===== src/rtl/uart_rx_register_if.sv =====
// Receive-side bus: serial line and consumer read strobe in, RBR contents and status out.
interface uart_rx_register_if;
  logic       Rx;
  logic       Read;
  logic [7:0] Data_out;
  logic       RBR_Valid;
  logic       Frame_Err;
  logic       Overrun;
  logic       Busy;

  modport master (output Rx, Read, input Data_out, RBR_Valid, Frame_Err, Overrun, Busy);
  modport slave  (input Rx, Read, output Data_out, RBR_Valid, Frame_Err, Overrun, Busy);
endinterface


===== src/rtl/uart_rx_register.sv =====
// UART receiver: synchronizes Rx, samples 8N1 frames at mid-bit, and moves each frame RSR -> RBR.
module uart_rx_register #(
  parameter int CLKS_PER_BIT = 868
) (
  input  logic                clk,
  input  logic                reset,
  uart_rx_register_if.slave   bus
);
  localparam int HALF = CLKS_PER_BIT >> 1;
  localparam int CW   = $clog2(CLKS_PER_BIT);
  localparam logic [CW-1:0] CNT_HALF = CW'(HALF - 1);
  localparam logic [CW-1:0] CNT_LAST = CW'(CLKS_PER_BIT - 1);

  typedef enum logic [1:0] {IDLE, START, DATA, STOP} state_t;

  state_t        state;
  logic [CW-1:0] cnt;
  logic [2:0]    bitn;
  logic [7:0]    rsr;
  logic          rx_meta, rx_s, rx_d;
  logic          load;

  // Load fires on the mid-stop sample, the same edge the FSM drops back to IDLE.
  assign load = (state == STOP) && (cnt == CNT_LAST);

  always_ff @(posedge clk) begin
    if (reset) begin
      state         <= IDLE;
      cnt           <= '0;
      bitn          <= '0;
      rsr           <= '0;
      rx_meta       <= 1'b1;
      rx_s          <= 1'b1;
      rx_d          <= 1'b1;
      bus.Data_out  <= '0;
      bus.RBR_Valid <= 1'b0;
      bus.Frame_Err <= 1'b0;
      bus.Overrun   <= 1'b0;
      bus.Busy      <= 1'b0;
    end else begin
      rx_meta <= bus.Rx;
      rx_s    <= rx_meta;
      rx_d    <= rx_s;

      // A load in the same cycle as Read wins: valid stays set, overrun is left alone.
      if (load) begin
        bus.Data_out  <= rsr;
        bus.Frame_Err <= ~rx_s;
        bus.RBR_Valid <= 1'b1;
        if (bus.RBR_Valid && !bus.Read) bus.Overrun <= 1'b1;
      end else if (bus.Read) begin
        bus.RBR_Valid <= 1'b0;
        bus.Overrun   <= 1'b0;
      end

      case (state)
        IDLE: begin
          // Only a falling edge arms the receiver, so a held-low break never retriggers.
          if (rx_d && !rx_s) begin
            state    <= START;
            cnt      <= '0;
            bus.Busy <= 1'b1;
          end
        end
        START: begin
          if (cnt == CNT_HALF) begin
            cnt <= '0;
            if (!rx_s) begin
              state <= DATA;
              bitn  <= '0;
            end else begin
              state    <= IDLE;
              bus.Busy <= 1'b0;
            end
          end else begin
            cnt <= cnt + 1'b1;
          end
        end
        DATA: begin
          if (cnt == CNT_LAST) begin
            cnt <= '0;
            rsr <= {rx_s, rsr[7:1]};
            if (bitn == 3'd7) state <= STOP;
            else              bitn  <= bitn + 3'd1;
          end else begin
            cnt <= cnt + 1'b1;
          end
        end
        STOP: begin
          if (cnt == CNT_LAST) begin
            cnt      <= '0;
            state    <= IDLE;
            bus.Busy <= 1'b0;
          end else begin
            cnt <= cnt + 1'b1;
          end
        end
        default: begin
          state    <= IDLE;
          bus.Busy <= 1'b0;
        end
      endcase
    end
  end
endmodule


===== src/flat_wrapper.sv =====
// flat-port wrapper written by rule: the top's interface ports become plain ports
module uart_rx_register_flat 
#(
  parameter int CLKS_PER_BIT = 868
)
  (clk, reset, bus_Rx, bus_Read, bus_Data_out, bus_RBR_Valid, bus_Frame_Err, bus_Overrun, bus_Busy);
  uart_rx_register_if bus_i ();
  input  logic clk;
  input  logic reset;
  input wire logic [$bits(bus_i.Rx)-1:0] bus_Rx;
  input wire logic [$bits(bus_i.Read)-1:0] bus_Read;
  output wire logic [$bits(bus_i.Data_out)-1:0] bus_Data_out;
  output wire logic [$bits(bus_i.RBR_Valid)-1:0] bus_RBR_Valid;
  output wire logic [$bits(bus_i.Frame_Err)-1:0] bus_Frame_Err;
  output wire logic [$bits(bus_i.Overrun)-1:0] bus_Overrun;
  output wire logic [$bits(bus_i.Busy)-1:0] bus_Busy;
  assign bus_i.Rx = bus_Rx;
  assign bus_i.Read = bus_Read;
  assign bus_Data_out = bus_i.Data_out;
  assign bus_RBR_Valid = bus_i.RBR_Valid;
  assign bus_Frame_Err = bus_i.Frame_Err;
  assign bus_Overrun = bus_i.Overrun;
  assign bus_Busy = bus_i.Busy;
  uart_rx_register #(.CLKS_PER_BIT(CLKS_PER_BIT)) u_core (.clk(clk), .reset(reset), .bus(bus_i));
endmodule

===== config.mk =====
export PLATFORM = sky130hd
export DESIGN_NAME = uart_rx_register_flat
export DESIGN_NICKNAME = d
export VERILOG_FILES = /design/src/rtl/uart_rx_register_if.sv /design/src/rtl/uart_rx_register.sv /design/src/flat_wrapper.sv
export SDC_FILE = /design/constraint.sdc
export NUM_CORES = 1
export LEC_CHECK = 0
export CORE_ASPECT_RATIO = 0.5
export CORE_UTILIZATION = 25
export DETAILED_ROUTE_END_ITERATION = 12
export PLACE_DENSITY_LB_ADDON = 0.3
export SYNTH_ARGS = -nofsm -noshare
export SYNTH_HDL_FRONTEND = slang
export SYNTH_SLANG_ARGS = --single-unit

===== constraint.sdc =====
create_clock -name clk -period 1.8 [get_ports clk]
set_input_delay 0.36 -clock clk [delete_from_list [all_inputs] [get_ports clk]]
set_output_delay 0.36 -clock clk [all_outputs]
set_load 0.01 [all_outputs]

==> results of run 1 <==
## cell type report
type	instances	share of cell area
sequential	38	0.287
clock inverter	2	0.0225
inverter	9	0.0126
timing repair buffer	52	0.167
tap	92	0.0431
clock buffer	6	0.0520
multi-input combinational	152	0.416
## power by group through the flow
stage	clock network [mW]	registers (mW)	logic, mW
global route	1.24	0.867	0.313
finish	1.16	0.865	0.288
CTS	1.19	0.865	0.281
global placement	0	0.882	0.222
detailed placement	0	0.883	0.226
floorplan	0	0.886	0.126
## flip-flops by register name, summed over array words and instances, names as in the netlist, named ones only
signal and flops:
u_core.rsr 8, u_core.bitn 3, u_core.rx_s 1, u_core.rx_d 1
u_core.state 1, u_core.cnt 10, u_core.bus.Frame_Err 1, u_core.bus.RBR_Valid 1
u_core.bus.Overrun 1, u_core.bus.Busy 1, u_core.bus.Data_out 8, u_core.rx_meta 1
## timing repair
action | in CTS | in global routing
setup endpoints to repair | 33 | 34
setup buffers | 5 | 1
cloned | 1 | 0
resized for setup | 17 | 15
hold buffers | 0 | 0
pin swaps | 11 | 8
## layer usage
metal  routed length (um)  part of all wire  vias up
li1                     -                 -      835
met1                 2130              0.51      766
met2                 2010              0.48       23
met3                   70             0.017        0
met4                    0                 0        0
met5                    0                 0        -
## placed cells by master (no fill, tap or decap), types with 2 or more instances in the layout
cell,Yosys,routed
sky130_fd_sc_hd__nor2_1,9,9
sky130_fd_sc_hd__or2_2,7,7
sky130_fd_sc_hd__and3_1,4,3
sky130_fd_sc_hd__a21oi_2,0,6
sky130_fd_sc_hd__a41oi_2,1,2
sky130_fd_sc_hd__buf_6,2,5
sky130_fd_sc_hd__nand4_1,3,3
sky130_fd_sc_hd__inv_1,9,7
sky130_fd_sc_hd__dfxtp_1,38,35
sky130_fd_sc_hd__clkdlybuf4s50_1,0,15
sky130_fd_sc_hd__clkbuf_16,0,5
sky130_fd_sc_hd__nand2_1,40,38
sky130_fd_sc_hd__ha_1,8,5
sky130_fd_sc_hd__o22ai_4,0,3
sky130_fd_sc_hd__mux2i_1,2,2
sky130_fd_sc_hd__inv_2,0,2
sky130_fd_sc_hd__ha_4,0,2
sky130_fd_sc_hd__nand2b_1,4,4
sky130_fd_sc_hd__dfxtp_2,0,2
sky130_fd_sc_hd__nand2_2,1,2
sky130_fd_sc_hd__a31o_2,2,2
sky130_fd_sc_hd__nor3_1,2,2
sky130_fd_sc_hd__a211oi_1,3,2
sky130_fd_sc_hd__bufinv_16,0,2
sky130_fd_sc_hd__a21oi_1,24,18
sky130_fd_sc_hd__o21ai_0,3,2
sky130_fd_sc_hd__nor2b_1,2,2
sky130_fd_sc_hd__nand3_1,11,11
sky130_fd_sc_hd__buf_4,0,32
sky130_fd_sc_hd__a31oi_1,5,5
## final timing paths
check	to	slack (ns)	cells after the start
worst min register to register	u_core.rx_s	0.41	1
worst max register to register	u_core.cnt[9]	-0.15	9
worst max-delay path	u_core.cnt[9]	-0.15	9
worst min-delay path	u_core.rx_s	0.41	1
## synthesized netlist by cell type (all sizes together), types with 2 or more instances
cell / instances / area (sq um)
a41oi: 2 / 25.0
nand2: 41 / 156
o2111ai: 2 / 23.8
nand3: 11 / 55.1
o21ai: 3 / 15.0
inv: 9 / 33.8
mux2i: 2 / 20.0
and2: 2 / 12.5
ha: 8 / 100
a21oi: 24 / 120
a31o: 2 / 17.5
nor2: 9 / 33.8
nand2b: 4 / 25.0
nor2b: 2 / 12.5
o22ai: 2 / 18.8
or2: 7 / 43.8
and3: 4 / 25.0
a211oi: 3 / 22.5
a31oi: 5 / 31.3
nor3: 2 / 10.0
o41ai: 2 / 25.0
buf: 5 / 37.5
nand4: 3 / 18.8
dfxtp: 38 / 761
clkbuf: 6 / 22.5
## kinds of logic after synthesis
logic type,share of synthesized area
and+or+nand+nor,0.242
AOI/OAI and AO/OA,0.208
DFF,0.425
muxes,0.0112
buffers and inverters,0.0525
adders and majority gates,0.0560
xor gates and xnor gates,0.00490
## through the flow
stage | instance area (sq um) | utilization | cells
6_report | 2670 | 0.393 | 351
5_1_grt | 2670 | 0.393 | 351
4_1_cts | 2600 | 0.382 | 350
3_5_place_dp | 2260 | 0.333 | 336
3_3_place_gp | 2260 | 0.333 | 336
2_1_floorplan | 1830 | - | 209
## worst reg2reg max path, stage by stage (launching register included)
cell                      delay, ns
sky130_fd_sc_hd__dfxtp_2       0.32
sky130_fd_sc_hd__inv_2         0.06
sky130_fd_sc_hd__ha_4          0.12
sky130_fd_sc_hd__or4b_4        0.51
sky130_fd_sc_hd__o31ai_4       0.26
sky130_fd_sc_hd__buf_6         0.14
sky130_fd_sc_hd__buf_6         0.11
sky130_fd_sc_hd__o22ai_4       0.11
sky130_fd_sc_hd__a41oi_2       0.16
sky130_fd_sc_hd__a31oi_1       0.06
==> results_tabular.tex, run 1 <==
\begin{tabular}{lr}
\hline
Metric & Value \\
\hline
\multicolumn{2}{l}{\textbf{Run status}} \\
Outcome & finished, violations left \\
Failing checks & setup timing \\
\multicolumn{2}{l}{\textbf{Synth}} \\
Count of distinct cell types in the synthesized netlist & 42 \\
Number of enable-type register cells in the synthesized netlist & 0 \\
Mapped Nets & 221 \\
Number of instances in the synthesized netlist & 209 \\
Post-Syn Area per Cell & 8.55 sq um \\
Number of warnings issued by yosys & 0 \\
Share of flip-flops with an asynchronous set or reset after synthesis & 0 \\
Yosys reg bits & 38 \\
Sequential share of the synthesized area & 0.425 \\
Cell area after technology mapping & 0.00179 sq mm \\
Most instantiated flip-flop cell in the synthesis netlist & sky130\_fd\_sc\_hd\_\_dfxtp\_1 \\
\multicolumn{2}{l}{\textbf{Layout}} \\
Layout-stage area growth over the synthesis result & 49.5\% \\
Flip-flop and latch area & 767 sq um \\
Count of antenna diodes in the layout & 0 \\
Total area of multi-input combinational cells & 0.00111 sq mm \\
Fillcell total & 661 \\
Number of nets at the end of the flow & 270 \\
Layout cells sized above 1 & 0.332 \\
\multicolumn{2}{l}{\textbf{Timing}} \\
F\_max & 513 MHz \\
Post-route setup TNS & -1.42 ns \\
Number of pins exceeding their max-slew limit in the final report & 0 \\
Time the worst path needs with I/O delays and setup & 1.95 ns \\
Fin. Hold Viols & 0 \\
Hold Worst Slack & 0.409 ns \\
Worst slew margin relative to its limit & 0.780 \\
Actual slew at the worst max-slew pin & 0.330 ns \\
Final-report setup violation count & 16 \\
RSZ-0062 raised after global routing & true \\
Final worst-path cycle share & 1.08 \\
Setup slack after layout & -0.148 ns \\
Worst Skew & 0.00655 ns \\
\multicolumn{2}{l}{\textbf{Clock network}} \\
Number of buffers inserted during clock tree synthesis & 5 \\
Clock Tree Root & sky130\_fd\_sc\_hd\_\_clkbuf\_16 \\
Total number of clock tree sinks & 38 \\
Htree depth & 2 \\
CTS tree & yes \\
Worst-case clock buffer depth & 2 \\
Clock insertion delay at the later pin of the skew report & 0.28 ns \\
Clock slew seen by the registers of the worst setup and hold paths & 0.06 ns \\
\multicolumn{2}{l}{\textbf{Global route}} \\
Maximum number of pins on one net before global-route repair & 32 \\
Via count of the first global-routing pass & 1482 \\
M2 GR Usage & 0.217 \\
Met1 demand-to-capacity share in global routing & 0.150 \\
Overall track demand over capacity in global routing & 0.124 \\
Global routing usage on met3 & 0.0356 \\
Remaining Overflow, GRT & 0 \\
Most Crowded Layer GR & met2 \\
Antenna violations before repair & 0 \\
Global-route wire length before repair & 7.03 mm \\
\multicolumn{2}{l}{\textbf{Flow run}} \\
Max\_cap viols & 0 \\
\multicolumn{2}{l}{\textbf{Power and ir drop}} \\
Leakage power summed over all cells & 0.967 nW \\
Share of power burned in combinational logic & 0.124 \\
Switching portion of total power & 0.208 \\
Pwr/cell area & 867 mW/mm\^{}2 \\
Total power & 2.32 mW \\
Internal & 1.84 mW \\
Worst vdd rail ir drop & 0.485 mV \\
Clock network fraction of design power & 0.502 \\
Part of the total power dissipated in sequential elements & 0.373 \\
Reported net switching power & 0.483 mW \\
\multicolumn{2}{l}{\textbf{Critical path}} \\
Critical path peak fanout & 7 \\
CP max stage delay & 0.50 ns \\
Startpoint class of the critical path & flip-flop \\
Cell type with the highest occurrence count on the critical path & sky130\_fd\_sc\_hd\_\_buf\_6 \\
Crit-path cells & inv\_2, ha\_4, or4b\_4, o31ai\_4, buf\_6, buf\_6, o22ai\_4, a41oi\_2, a31oi\_1 \\
Critical path launch point & u\_core.cnt[1] \\
Critical path type & flip-flop to flip-flop \\
Gate family responsible for the most delay along the worst path & compound AO/OA/AOI/OAI gates \\
Worst Path Arrival & 2.10 ns \\
Reg-to-reg startpoint & u\_core.cnt[1] \\
Cell type of the slowest stage on the worst timing path & sky130\_fd\_sc\_hd\_\_or4b\_4 \\
CP required & 1.95 ns \\
Worst path buffer plus inverter count & 3 \\
Crit. End Element & flip-flop \\
\multicolumn{2}{l}{\textbf{Floorplan}} \\
Die outline height & 61.8 um \\
Initial Util & 0.263 \\
I/O pin cnt & 16 \\
Core area & 0.00681 sq mm \\
Die area & 0.00751 sq mm \\
Die width & 122 um \\
\# rows & 21 \\
\multicolumn{2}{l}{\textbf{Route}} \\
Iter 0 DRT Violations & 43 \\
DRC Markers & 0 \\
Via count & 1624 \\
Number of vias per cell & 4.63 \\
First-pass iteration count of the detailed router & 4 \\
Routed WL per cell & 12.0 um \\
Routed wire length & 4.21 mm \\
Number of nets with antenna violations after detailed routing & 0 \\
\multicolumn{2}{l}{\textbf{Hold path}} \\
Tightest Hold Check Type & flip-flop to flip-flop \\
HP Start & u\_core.rx\_meta \\
\multicolumn{2}{l}{\textbf{Place}} \\
Number of buffers inserted by port buffering & 15 \\
DP HPWL & 2.91 mm \\
Weighted congestion reported at the end of routability-driven placement & 0.783 \\
Pre-CTS WS & -0.259 ns \\
\hline
\end{tabular}
Note: power is estimated with default switching activity, not from simulation.
==> run 2: changes to the inputs <==
--- a/config.mk
+++ b/config.mk
@@ -5,6 +5,7 @@
 export SDC_FILE = /design/constraint.sdc
 export NUM_CORES = 1
 export LEC_CHECK = 0
+export CAP_MARGIN = 20
 export CORE_ASPECT_RATIO = 0.5
 export CORE_UTILIZATION = 25
 export DETAILED_ROUTE_END_ITERATION = 12
==> results of run 2 <==
Final layout, timing and power as in run 1 (identical DEF).
==> run 3: changes to the inputs <==
--- a/config.mk
+++ b/config.mk
@@ -7,7 +7,7 @@
 export LEC_CHECK = 0
 export CAP_MARGIN = 20
 export CORE_ASPECT_RATIO = 0.5
-export CORE_UTILIZATION = 25
+export CORE_UTILIZATION = 35
 export DETAILED_ROUTE_END_ITERATION = 12
 export PLACE_DENSITY_LB_ADDON = 0.3
 export SYNTH_ARGS = -nofsm -noshare
==> results_tabular.tex, run 3 (synthesis results as in run 1) <==
\begin{tabular}{lr}
\hline
Metric & Value \\
\hline
\multicolumn{2}{l}{\textbf{Timing}} \\
Number of pins exceeding their max-slew limit in the final report & 0 \\
Hold Worst Slack & 0.415 ns \\
Post-route setup TNS & -1.38 ns \\
Fin. Hold Viols & 0 \\
Worst slew margin relative to its limit & 0.468 \\
RSZ-0062 raised after global routing & true \\
Worst Skew & 0.00778 ns \\
F\_max & 507 MHz \\
Time the worst path needs with I/O delays and setup & 1.97 ns \\
Final-report setup violation count & 15 \\
Actual slew at the worst max-slew pin & 0.789 ns \\
Final worst-path cycle share & 1.10 \\
Setup slack after layout & -0.174 ns \\
\multicolumn{2}{l}{\textbf{Place}} \\
DP HPWL & 2.87 mm \\
Weighted congestion reported at the end of routability-driven placement & 0.791 \\
Placement-stage cell area & 0.00222 sq mm \\
Pre-CTS WS & -0.234 ns \\
Number of buffers inserted by port buffering & 15 \\
\multicolumn{2}{l}{\textbf{Global route}} \\
Maximum number of pins on one net before global-route repair & 32 \\
Remaining Overflow, GRT & 0 \\
Antenna violations before repair & 0 \\
Overall track demand over capacity in global routing & 0.173 \\
Via count of the first global-routing pass & 1562 \\
Global-route wire length before repair & 7.07 mm \\
\multicolumn{2}{l}{\textbf{Clock network}} \\
Clock insertion delay at the later pin of the skew report & 0.29 ns \\
Htree depth & 2 \\
Total number of clock tree sinks & 38 \\
Number of buffers inserted during clock tree synthesis & 5 \\
Worst-case clock buffer depth & 2 \\
Quantity of hold-fixing buffers added after cts & 0 \\
Clock slew seen by the registers of the worst setup and hold paths & 0.07 ns \\
CTS tree & yes \\
Clock Tree Root & sky130\_fd\_sc\_hd\_\_clkbuf\_8 \\
\multicolumn{2}{l}{\textbf{Power and ir drop}} \\
Worst vdd rail ir drop & 0.479 mV \\
Internal & 1.53 mW \\
Total power & 2.00 mW \\
Share of power burned in combinational logic & 0.131 \\
Switching portion of total power & 0.236 \\
Reported net switching power & 0.472 mW \\
Part of the total power dissipated in sequential elements & 0.431 \\
Leakage power summed over all cells & 0.913 nW \\
Pwr/cell area & 782 mW/mm\^{}2 \\
Clock network fraction of design power & 0.439 \\
\multicolumn{2}{l}{\textbf{Route}} \\
Iter 0 DRT Violations & 52 \\
Routed wire length & 4.35 mm \\
Number of vias per cell & 5.17 \\
First-pass iteration count of the detailed router & 4 \\
DRC Markers & 0 \\
Number of nets with antenna violations after detailed routing & 0 \\
Via count & 1670 \\
Routed WL per cell & 13.5 um \\
\multicolumn{2}{l}{\textbf{Layout}} \\
Flip-flop count of the largest register after layout & 10 \\
Layout-stage area growth over the synthesis result & 43.2\% \\
Flip-flop and latch area & 764 sq um \\
Commonest non-fill, non-tap cell in the layout & sky130\_fd\_sc\_hd\_\_nand2\_1 \\
Top library cells by usage in the layout, fill and taps aside & sky130\_fd\_sc\_hd\_\_nand2\_1, sky130\_fd\_sc\_hd\_\_dfxtp\_1, sky130\_fd\_sc\_hd\_\_buf\_4 \\
Layout cells sized above 1 & 0.335 \\
Summed area of non-filler cells in the final layout & 0.00256 sq mm \\
Number of nets at the end of the flow & 268 \\
Fillcell total & 423 \\
Registers with the highest flip-flop counts & u\_core.cnt: 10 flops, u\_core.bus.Data\_out: 8 flops, u\_core.rsr: 8 flops \\
Count of antenna diodes in the layout & 0 \\
Total area of multi-input combinational cells & 0.00112 sq mm \\
Largest reg by FF count & u\_core.cnt \\
\multicolumn{2}{l}{\textbf{Critical path}} \\
Worst Path Arrival & 2.20 ns \\
Crit-path cells & inv\_2, ha\_4, or4b\_4, o31ai\_4, nand2\_2, a2111oi\_4, mux2i\_1 \\
Cells on worst reg2reg path & 7 \\
Critical path type & flip-flop to flip-flop \\
Cell type of the slowest stage on the worst timing path & sky130\_fd\_sc\_hd\_\_or4b\_4 \\
Startpoint class of the critical path & flip-flop \\
CP max stage delay & 0.50 ns \\
Worst reg2reg setup slack & -0.17 ns \\
Reg-to-reg startpoint & u\_core.cnt[1] \\
Critical path peak fanout & 3 \\
CP required & 2.02 ns \\
Crit. End Element & flip-flop \\
\multicolumn{2}{l}{\textbf{Run status}} \\
Outcome & finished, violations left \\
Failing checks & setup timing \\
\multicolumn{2}{l}{\textbf{Floorplan}} \\
Die area & 0.00542 sq mm \\
\# rows & 17 \\
Die outline height & 52.5 um \\
Core area & 0.00464 sq mm \\
Initial Util & 0.386 \\
I/O pin cnt & 16 \\
Die width & 103 um \\
\multicolumn{2}{l}{\textbf{Hold path}} \\
Endpoint of the worst hold-timing path & u\_core.rx\_s \\
HP Start & u\_core.rx\_meta \\
Tightest Hold Check Type & flip-flop to flip-flop \\
Worst hold path cell count & 1 \\
\multicolumn{2}{l}{\textbf{Flow run}} \\
Max\_cap viols & 0 \\
\hline
\end{tabular}
[run 3: cell types whose count changed in the layout (fill, tap and decap cells not counted)]
cell | before | now
sky130_fd_sc_hd__clkbuf_16 | 5 | 0
sky130_fd_sc_hd__clkbuf_8 | 1 | 5
sky130_fd_sc_hd__buf_6 | 5 | 3
sky130_fd_sc_hd__nor3_1 | 2 | 0
sky130_fd_sc_hd__nor3_2 | 0 | 2
sky130_fd_sc_hd__a21oi_1 | 18 | 17
sky130_fd_sc_hd__a21oi_2 | 6 | 7
sky130_fd_sc_hd__clkinv_4 | 0 | 1
sky130_fd_sc_hd__dfxtp_2 | 2 | 3
sky130_fd_sc_hd__dfxtp_4 | 1 | 0
sky130_fd_sc_hd__nand2_1 | 38 | 39
sky130_fd_sc_hd__nand2_4 | 1 | 0
[run 3: cell type report]
cell class | count | share of cell area
sequential | 38 | 0.299
tap | 66 | 0.0323
clock buffer | 5 | 0.0269
multi-input combinational | 152 | 0.436
inverter | 9 | 0.0132
timing repair buffer | 50 | 0.166
clock inverter | 3 | 0.0269
[run 3: metal layers]
layer,track usage,up-vias,routed length (um)
met5,0,-,0
met4,0.0728,0,34
met3,0.0440,4,171
met2,0.272,36,1980
met1,0.226,799,2160
li1,-,831,-
[run 3: power groups by stage]
stage | Clock [mW] | Combinational, mW | Sequential [mW]
2_1_floorplan | 0 | 0.126 | 0.886
3_3_place_gp | 0 | 0.210 | 0.881
3_5_place_dp | 0 | 0.216 | 0.882
4_1_cts | 0.885 | 0.243 | 0.863
5_1_grt | 0.924 | 0.279 | 0.864
6_report | 0.878 | 0.261 | 0.862
[run 3: metrics by stage]
step                      utilization  cells
after floorplan                     -    209
after global placement          0.478    308
after detailed placement        0.478    308
after CTS                       0.533    320
after global routing            0.552    323
final                           0.552    323
[run 3: worst max path at each step]
stage,to,from
finish,flip-flop,u_core.cnt[1]
global route,flip-flop,u_core.cnt[1]
CTS,flip-flop,u_core.cnt[1]
detailed placement,u_core.cnt[9],reset
global placement,u_core.cnt[9],reset
floorplan,u_core.cnt[5],u_core.cnt[0]
[run 3: what timing repair did]
item                                   in CTS  in global routing
gates cloned                                1                  1
pin swaps                                  12                  7
setup endpoints to repair                  33                 33
setup buffers                               3                  2
endpoints found under the hold margin       0                  0
resized for setup                          17                 14
[run 3: critical path: cells and delay by family, from the launching register on]
kind | cells | cell delay [ns]
simple gates | 2 | 0.64
compound gates | 2 | 0.57
flops | 1 | 0.33
mux | 1 | 0.21
fa+ha+maj | 1 | 0.11
buf+inv | 1 | 0.06
